File: config.mk
export PLATFORM = sky130hd
export DESIGN_NAME = run_anim_ctrl
export DESIGN_NICKNAME = d
export VERILOG_FILES = /design/src/rtl/anim_pkg.sv /design/src/rtl/vsync_edge.sv /design/src/rtl/run_anim_ctrl.sv
export SDC_FILE = /design/constraint.sdc
export NUM_CORES = 1
export LEC_CHECK = 0
export CAP_MARGIN = 25
export CORE_MARGIN = 2
export CORE_UTILIZATION = 31
export DETAILED_ROUTE_END_ITERATION = 8
export PLACE_DENSITY = 0.56
export SLEW_MARGIN = 20
export SYNTH_ARGS = -nofsm -noshare
export SYNTH_HDL_FRONTEND = slang
export SYNTH_HIERARCHICAL = 1
export SYNTH_SLANG_ARGS = --single-unit
File: constraint.sdc
create_clock -name Clk -period 1.9 [get_ports Clk]
set_input_delay 0.19 -clock Clk [delete_from_list [all_inputs] [get_ports Clk]]
set_output_delay 0.19 -clock Clk [all_outputs]
set_load 0.01 [all_outputs]
File: src/rtl/anim_pkg.sv
// Shared sprite-animation types and frame codes for the sequencer,
// the sprite ROM/palette mux and every player instance.
package anim_pkg;

  typedef enum logic [1:0] {
    IDLE = 2'd0,
    RUN  = 2'd1,
    AIR  = 2'd2
  } anim_state_t;

  localparam logic [2:0] FRAME_IDLE = 3'd0;
  localparam logic [2:0] FRAME_RUN1 = 3'd1;
  localparam logic [2:0] FRAME_JUMP = 3'd7;

  // Run frames cycle 1..last and wrap back to the first run frame.
  function automatic logic [2:0] next_run_frame(input logic [2:0] cur,
                                                input logic [2:0] last);
    return (cur >= last) ? FRAME_RUN1 : cur + 3'd1;
  endfunction

endpackage

File: src/rtl/vsync_edge.sv
// Registered rising-edge detector: one-cycle tick on each low-to-high
// transition of a level that is already synchronous to clk.
module vsync_edge (
  input  logic clk,
  input  logic rst_n,
  input  logic level,
  output logic tick
);

  logic level_q;
  logic level_d;

  always_comb level_d = level;

  always_ff @(posedge clk or negedge rst_n) begin
    if (!rst_n) level_q <= 1'b0;
    else        level_q <= level_d;
  end

  assign tick = level & ~level_q;

endmodule

File: src/rtl/run_anim_ctrl.sv
// Per-player sprite animation sequencer: selects idle/run/jump frame and
// facing direction, updating only on vsync rising edges.
module run_anim_ctrl
  import anim_pkg::*;
#(
  parameter int RUN_FRAMES = 3,
  parameter int HOLD_VSYNC = 6,
  parameter int MIN_AIR    = 8
) (
  input  logic       Clk,
  input  logic       Reset_n,
  input  logic       vsync,
  input  logic       move_left,
  input  logic       move_right,
  input  logic       jump_req,
  input  logic       on_ground,
  output logic [2:0] frame_sel,
  output logic       facing_left,
  output logic [1:0] anim_state,
  output logic       frame_tick
);

  localparam logic [5:0] HOLD_LAST = 6'(HOLD_VSYNC - 1);
  localparam logic [7:0] AIR_MIN   = 8'(MIN_AIR);
  localparam logic [2:0] RUN_LAST  = 3'(RUN_FRAMES);

  logic tick;
  logic dir_valid;

  anim_state_t state_q, state_d;
  logic [2:0]  frame_q, frame_d;
  logic        facing_q, facing_d;
  logic [5:0]  hold_q, hold_d;
  logic [7:0]  air_q, air_d;
  logic        frame_tick_q, frame_tick_d;

  vsync_edge u_vsync_edge (
    .clk   (Clk),
    .rst_n (Reset_n),
    .level (vsync),
    .tick  (tick)
  );

  assign dir_valid = move_left ^ move_right;

  always_comb begin
    state_d      = state_q;
    frame_d      = frame_q;
    facing_d     = facing_q;
    hold_d       = hold_q;
    air_d        = air_q;
    frame_tick_d = tick;
    if (tick) begin
      if (dir_valid) facing_d = move_left;
      unique case (state_q)
        IDLE: begin
          if (jump_req) begin
            state_d = AIR;
            frame_d = FRAME_JUMP;
            air_d   = 8'd0;
          end else if (dir_valid) begin
            state_d = RUN;
            frame_d = FRAME_RUN1;
            hold_d  = 6'd0;
          end else begin
            frame_d = FRAME_IDLE;
          end
        end
        RUN: begin
          if (jump_req) begin
            state_d = AIR;
            frame_d = FRAME_JUMP;
            air_d   = 8'd0;
          end else if (!dir_valid) begin
            state_d = IDLE;
            frame_d = FRAME_IDLE;
            hold_d  = 6'd0;
          end else if (hold_q == HOLD_LAST) begin
            // Direction reversals land here too: the run cycle keeps going.
            hold_d  = 6'd0;
            frame_d = next_run_frame(frame_q, RUN_LAST);
          end else begin
            hold_d  = hold_q + 6'd1;
          end
        end
        AIR: begin
          frame_d = FRAME_JUMP;
          if (on_ground && (air_q == AIR_MIN)) begin
            if (dir_valid) begin
              state_d = RUN;
              frame_d = FRAME_RUN1;
              hold_d  = 6'd0;
            end else begin
              state_d = IDLE;
              frame_d = FRAME_IDLE;
            end
          end else if (air_q != AIR_MIN) begin
            air_d = air_q + 8'd1;
          end
        end
        default: begin
          state_d = IDLE;
          frame_d = FRAME_IDLE;
        end
      endcase
    end
  end

  always_ff @(posedge Clk or negedge Reset_n) begin
    if (!Reset_n) begin
      state_q      <= IDLE;
      frame_q      <= FRAME_IDLE;
      facing_q     <= 1'b0;
      hold_q       <= 6'd0;
      air_q        <= 8'd0;
      frame_tick_q <= 1'b0;
    end else begin
      state_q      <= state_d;
      frame_q      <= frame_d;
      facing_q     <= facing_d;
      hold_q       <= hold_d;
      air_q        <= air_d;
      frame_tick_q <= frame_tick_d;
    end
  end

  assign frame_sel   = frame_q;
  assign facing_left = facing_q;
  assign anim_state  = state_q;
  assign frame_tick  = frame_tick_q;

endmodule

After elaboration in Yosys (flattened, before gate mapping)

Index checks and enable logic that the tools add are counted.

Flip-flop bits (word level): 22
Input bits: 7
Output and inout port bits: 7
Logic and storage cells: 64

$add $sub $neg: 3
Magnitude comparators: 1
Equal/unequal tests: 14
Muxes and demuxes: 26
Bitwise gates (word level): 3
Reduce and logical (&&, ||, !) cells: 10

Operators by type and width:

| operator                                                                            | number |
|---|---|
| 6-bit two-way mux                                                                   | 6 |
| 8-bit two-way mux                                                                   | 3 |
| 3-bit two-way mux                                                                   | 6 |
| 6-bit case mux with 3 select lines                                                  | 1 |
| 8-bit case mux with 2 select lines                                                  | 1 |
| 2-bit two-way mux                                                                   | 5 |
| 2-bit != test, second input constant                                                | 5 |
| 5-bit AND reduction                                                                 | 2 |
| 3-bit case mux with 3 select lines                                                  | 1 |
| 8-bit by 1-bit adder with 8-bit output, second input constant                       | 1 |
| 8-bit by 4-bit == test with 1-bit output, second input constant                     | 1 |
| 8-bit by 4-bit != test with 1-bit output, second input constant                     | 1 |
| 6-bit by 1-bit adder with 6-bit output, second input constant                       | 1 |
| 6-bit by 3-bit == test with 1-bit output, second input constant                     | 1 |
| 3-bit != test, second input constant                                                | 2 |
| 2-bit case mux with 3 select lines                                                  | 1 |
| 4-bit != test, second input constant                                                | 1 |
| 2-bit AND reduction                                                                 | 2 |
| 4-bit AND reduction                                                                 | 1 |
| 3-bit by 1-bit adder with 3-bit output, second input constant                       | 1 |
| 3-bit by 2-bit greater-or-equal comparator with 1-bit output, second input constant | 1 |
| 3-bit nonzero test                                                                  | 1 |
| 2-bit by 1-bit == test with 1-bit output, second input constant                     | 1 |
| 2-bit == test, second input constant                                                | 1 |
| other kinds (9)                                                                     | 10 |

Longest topological paths before layout

Depth after elaboration: 6
Depth in mapped cells: 7
Gate-level depth less buffers: 6

Modules after synthesis

Netlist, hierarchy kept.

Modules (own cells, without submodules):

| module        | instances | cells an instance | area an instance (sq um) |
|---|---|---|---|
| run_anim_ctrl | 1         | 126               | 1,277.5 |
| vsync_edge    | 1         | 2                 | 38.8 |

Worst setup path before layout

Ideal clock, no wire load.

Path type: register to register
From: register air_q[0]
To: register hold_q[4]
Data arrival time: 1.546 ns
Data required time: 1.778 ns
Slack: 0.233 ns
Stages on the path, launching flop included: 8
Clock period less this slack: 1.667 ns
Cells stage by stage: dfrtp_1 -> inv_1 -> ha_1 -> and4bb_2 -> a31oi_1 -> buf_2 -> a211o_1 -> a32o_1

Cells in the longest elaborated chain, start to end: 4

RTL lines:

| what                                     | RTL line             | source |
|---|---|---|
| from (decl)                              | run_anim_ctrl.sv:34  | `logic [7:0] air_q, air_d;` |
| from (signal assigned)                   | run_anim_ctrl.sv:122 | `air_q <= air_d;` |
| 8-bit by 4-bit == test with 1-bit output | run_anim_ctrl.sv:88  | `if (on_ground && (air_q == AIR_MIN)) begin` |
| 1-bit logical AND                        | run_anim_ctrl.sv:88  |  |
| 2-bit != test (no line)                  | n/a                  |  |
| 5-bit AND reduction (no line)            | n/a                  |  |
| to (signal assigned)                     | run_anim_ctrl.sv:121 | `hold_q <= hold_d;` |
| to (decl)                                | run_anim_ctrl.sv:33  | `logic [5:0] hold_q, hold_d;` |

Every way passes these cells.
A chain may end at the register's enable or synchronous reset.

Worst setup path after layout

From: register air_q[0]
To: register hold_q[1]

The elaborated chain is that of the path after synthesis.

==> impl_metrics.csv <==
group,metric,value,unit
critical_path,crit_start,"air_q[0]",
power,power_density,999,nW/µm²
global_routing,grt_pass1_vias,1189,
die,die_h,69.2,µm
clock_network,cts.hold.buffers_added,0,
die,initial_utilization,32.4,%
critical_path,crit_family,"simple AND/OR/NAND/NOR gates",
critical_path,max_stage_delay,0.49,ns
clock_network,cts_sinks,22,
global_routing,grt_pass1_wl,5.44,mm
synth,ys_seq_area_share,41.8,%
layout,syn2layout_area_growth,27.1,%
die,core_area,4060,µm²
timing,clock_skew,0.00758,ns
clock_network,clk_pin_slew,0.09,ns
clock_network,clk_latency,0.27,ns
clock_network,cts-buffers-inserted,3,
clock_network,root_buffer,"clkbuf_8",
timing,finalHoldViolCount,0,
global_routing,grt.overflow.total,0,
critical_path,worst-r2r-setup-slack,0.06,ns
synth,avgSynthCellArea,10.3,µm²
synth,synthesis.instances,128,
power,vdd_drop_max,0.000719,V
layout,multi_input_area,727,µm²
timing,slew-limit-headroom,71.3,%
critical_path,critPathMaxFanout,12,
timing,max_freq,0.543,GHz
layout,diodes,0,
critical_path,worst-r2r-cell-count,7,
layout,seq_area,551,µm²
die,die_x,69.2,µm
critical_path,rr_endpoint,"hold_q[1]",
critical_path,crit_type,"register to register",
drt,drc,0,
place,globalplace.congestion,0.864,
global_routing,grt_usage,13.7,%
drt,dr.pass1.iters,4,
global_routing,grt_max_degree,23,
flow_run,maxCapViolations,0,
critical_path,r2r_start,"air_q[0]",
clock_network,cts-htree-levels,1,
drt,via_count,1142,
layout,nNetsFinal,170,
synth,ys_ff_latch,22,
timing,period_needed,1.84,ns
die,io_pins,14,
clock_network,clk_path_buf_depth,2,
critical_path,path_cells,"inv_1 > ha_1 > and4bb_2 > a31oi_1 > buf_4 > or4b_1 > o21ai_0",
timing,final.period_utilization,96.9,%
synth,synth_edf_count,0,
synth,syn_area,1320,µm²
layout,drive_gt1_share,17.3,%
timing,setup_tns,0,ns
die,std_cell_rows,23,
critical_path,crit_buf_inv,2,
synth,ys_types,44,
critical_path,cp-end-kind,"register",
power,total_power,1.67,mW
drt,postRouteAntennaNets,0,
drt,wirelength,3.05,mm
place,numPortBuffers,13,
layout,num-fill-cells,389,
timing,tightest_slew,0.430,ns
critical_path,worstPathRequired,2.08,ns
hold_path,min_path_type,"input pin to asynchronous set/reset pin",
drt,avgViaCountPerCell,5.54,
synth,synth_nets,141,
global_routing,grt_antenna_before_repair,0,
synth,postSynth.asyncResetShare,100,%
drt,routedWlPerCell,14.8,µm
critical_path,crit_arrival,2.02,ns
clock_network,cts_tree,"done",
place,dpl.hpwl,2.25,mm
synth,yosysWarnings,6,
timing,holdWs,0.263,ns
timing,maxSlewViolCount,0,
timing,setup_viol,0,
critical_path,cp-start-kind,"register",
status,status,"completed",
power,total_leakage_power,0.706,nW
critical_path,crit_slowest_cell,"or4b_1",
die,dieArea,4780,µm²
synth,synth-main-ff-cell,"dfrtp_1",
drt,drtIter0Drc,75,
[worst max path at each step]
stage	to	slack [ns]	cells past startpoint
finish	hold_q[1]	0.06	7
global route	hold_q[1]	-0.007	7
CTS	hold_q[1]	0.05	7
detailed placement	hold_q[1]	-0.004	5
global placement	hold_q[1]	0.05	5
floorplan	hold_q[4]	0.23	7
[kinds of logic after synthesis]
logic type | count (synthesis) | share of synthesized area [%]
AO/OA/AOI/OAI | 48 | 28.8
adder cells (fa/ha/maj) | 6 | 5.70
AND/OR/NAND/NOR | 39 | 18.6
flip-flops | 22 | 41.8
XOR/XNOR | 2 | 1.33
buffers and inverters | 10 | 2.95
multiplexers | 1 | 0.760
[routing by layer]
layer,GRT usage [%],up-vias,wire length (µm)
met5,0,-,0
met1,18.1,558,1420
met4,5.01,0,57
li1,-,554,-
met3,3.80,7,100
met2,21.5,23,1470
[synthesized netlist by cell type, types with 2 or more instances]
library cell	count	area (µm²)
and3_1	3	18.8
a21oi_1	5	25.0
a32o_1	4	40.0
nor2b_1	2	12.5
a22o_1	2	17.5
a311oi_1	2	17.5
o21ai_0	10	50.1
o21a_1	2	15.0
a41oi_1	3	26.3
o2bb2ai_1	3	26.3
a211o_1	5	43.8
nand2_1	8	30.0
nor2_1	6	22.5
clkbuf_1	2	7.51
o41ai_1	2	17.5
nand3_1	3	15.0
dfrtp_1	22	551
a31oi_1	2	12.5
a211oi_1	2	15.0
or4b_1	2	20.0
ha_1	6	75.1
inv_1	7	26.3
nand2b_1	4	25.0
[placed cells by master, fill, tap and decap left out, types with 2 or more instances in the layout]
master           synthesis  final
a31oi_1                  2      2
or4b_1                   2      2
and3_1                   3      3
nand3_1                  3      3
a311oi_1                 2      2
o2bb2ai_1                3      3
buf_4                    0     14
nand2_1                  8      8
nand2b_1                 4      4
nor2_1                   6      6
nor2b_1                  2      2
a32o_1                   4      4
clkdlybuf4s50_1          0     13
o41ai_1                  2      2
o21a_1                   2      2
a21oi_1                  5      5
dfrtp_1                 22     22
clkbuf_8                 0      3
a41oi_1                  3      3
a211oi_1                 2      2
a211o_1                  5      5
inv_1                    7      7
a22o_1                   2      2
ha_1                     6      6
o21ai_0                 10     10
[what timing repair did]
action                     4_1_cts  5_1_grt
buffers inserted                 0        2
resized for setup                0        0
setup endpoints to repair        0        2
[per-stage QoR]
step	setup slack [ns]	utilization, %	instance area [µm²]	std cells
5_1_grt	-0.00746	41.2	1670	206
3_5_place_dp	-0.00448	39.1	1590	200
6_report	0.0582	41.2	1670	206
2_1_floorplan	0.233	-	1320	128
3_3_place_gp	0.0495	39.1	1590	200
4_1_cts	0.0517	40.9	1660	204
[sequential cells by signal (all words and copies together), names as in the netlist]
signal                flops
hold_q                    6
facing_left               1
u_vsync_edge/level_q      1
anim_state                2
frame_sel                 3
air_q                     8
frame_tick                1
[cell type report]
| type | count | area share (%) |
|---|---|---|
| sequential | 22 | 32.9 |
| timing repair buffer | 27 | 14.1 |
| inverter | 7 | 1.57 |
| tap | 50 | 3.74 |
| multi-input combinational | 96 | 43.5 |
| clock inverter | 1 | 1.80 |
| clock buffer | 3 | 2.47 |
[power breakdown]
| part | switching [mW] | total (mW) | internal, mW |
|---|---|---|---|
| logic | 0.306 | 0.596 | 0.290 |
| clock network | 0.162 | 0.444 | 0.282 |
| registers | 0.0891 | 0.632 | 0.542 |
Note: power is estimated with default switching activity, not from simulation.
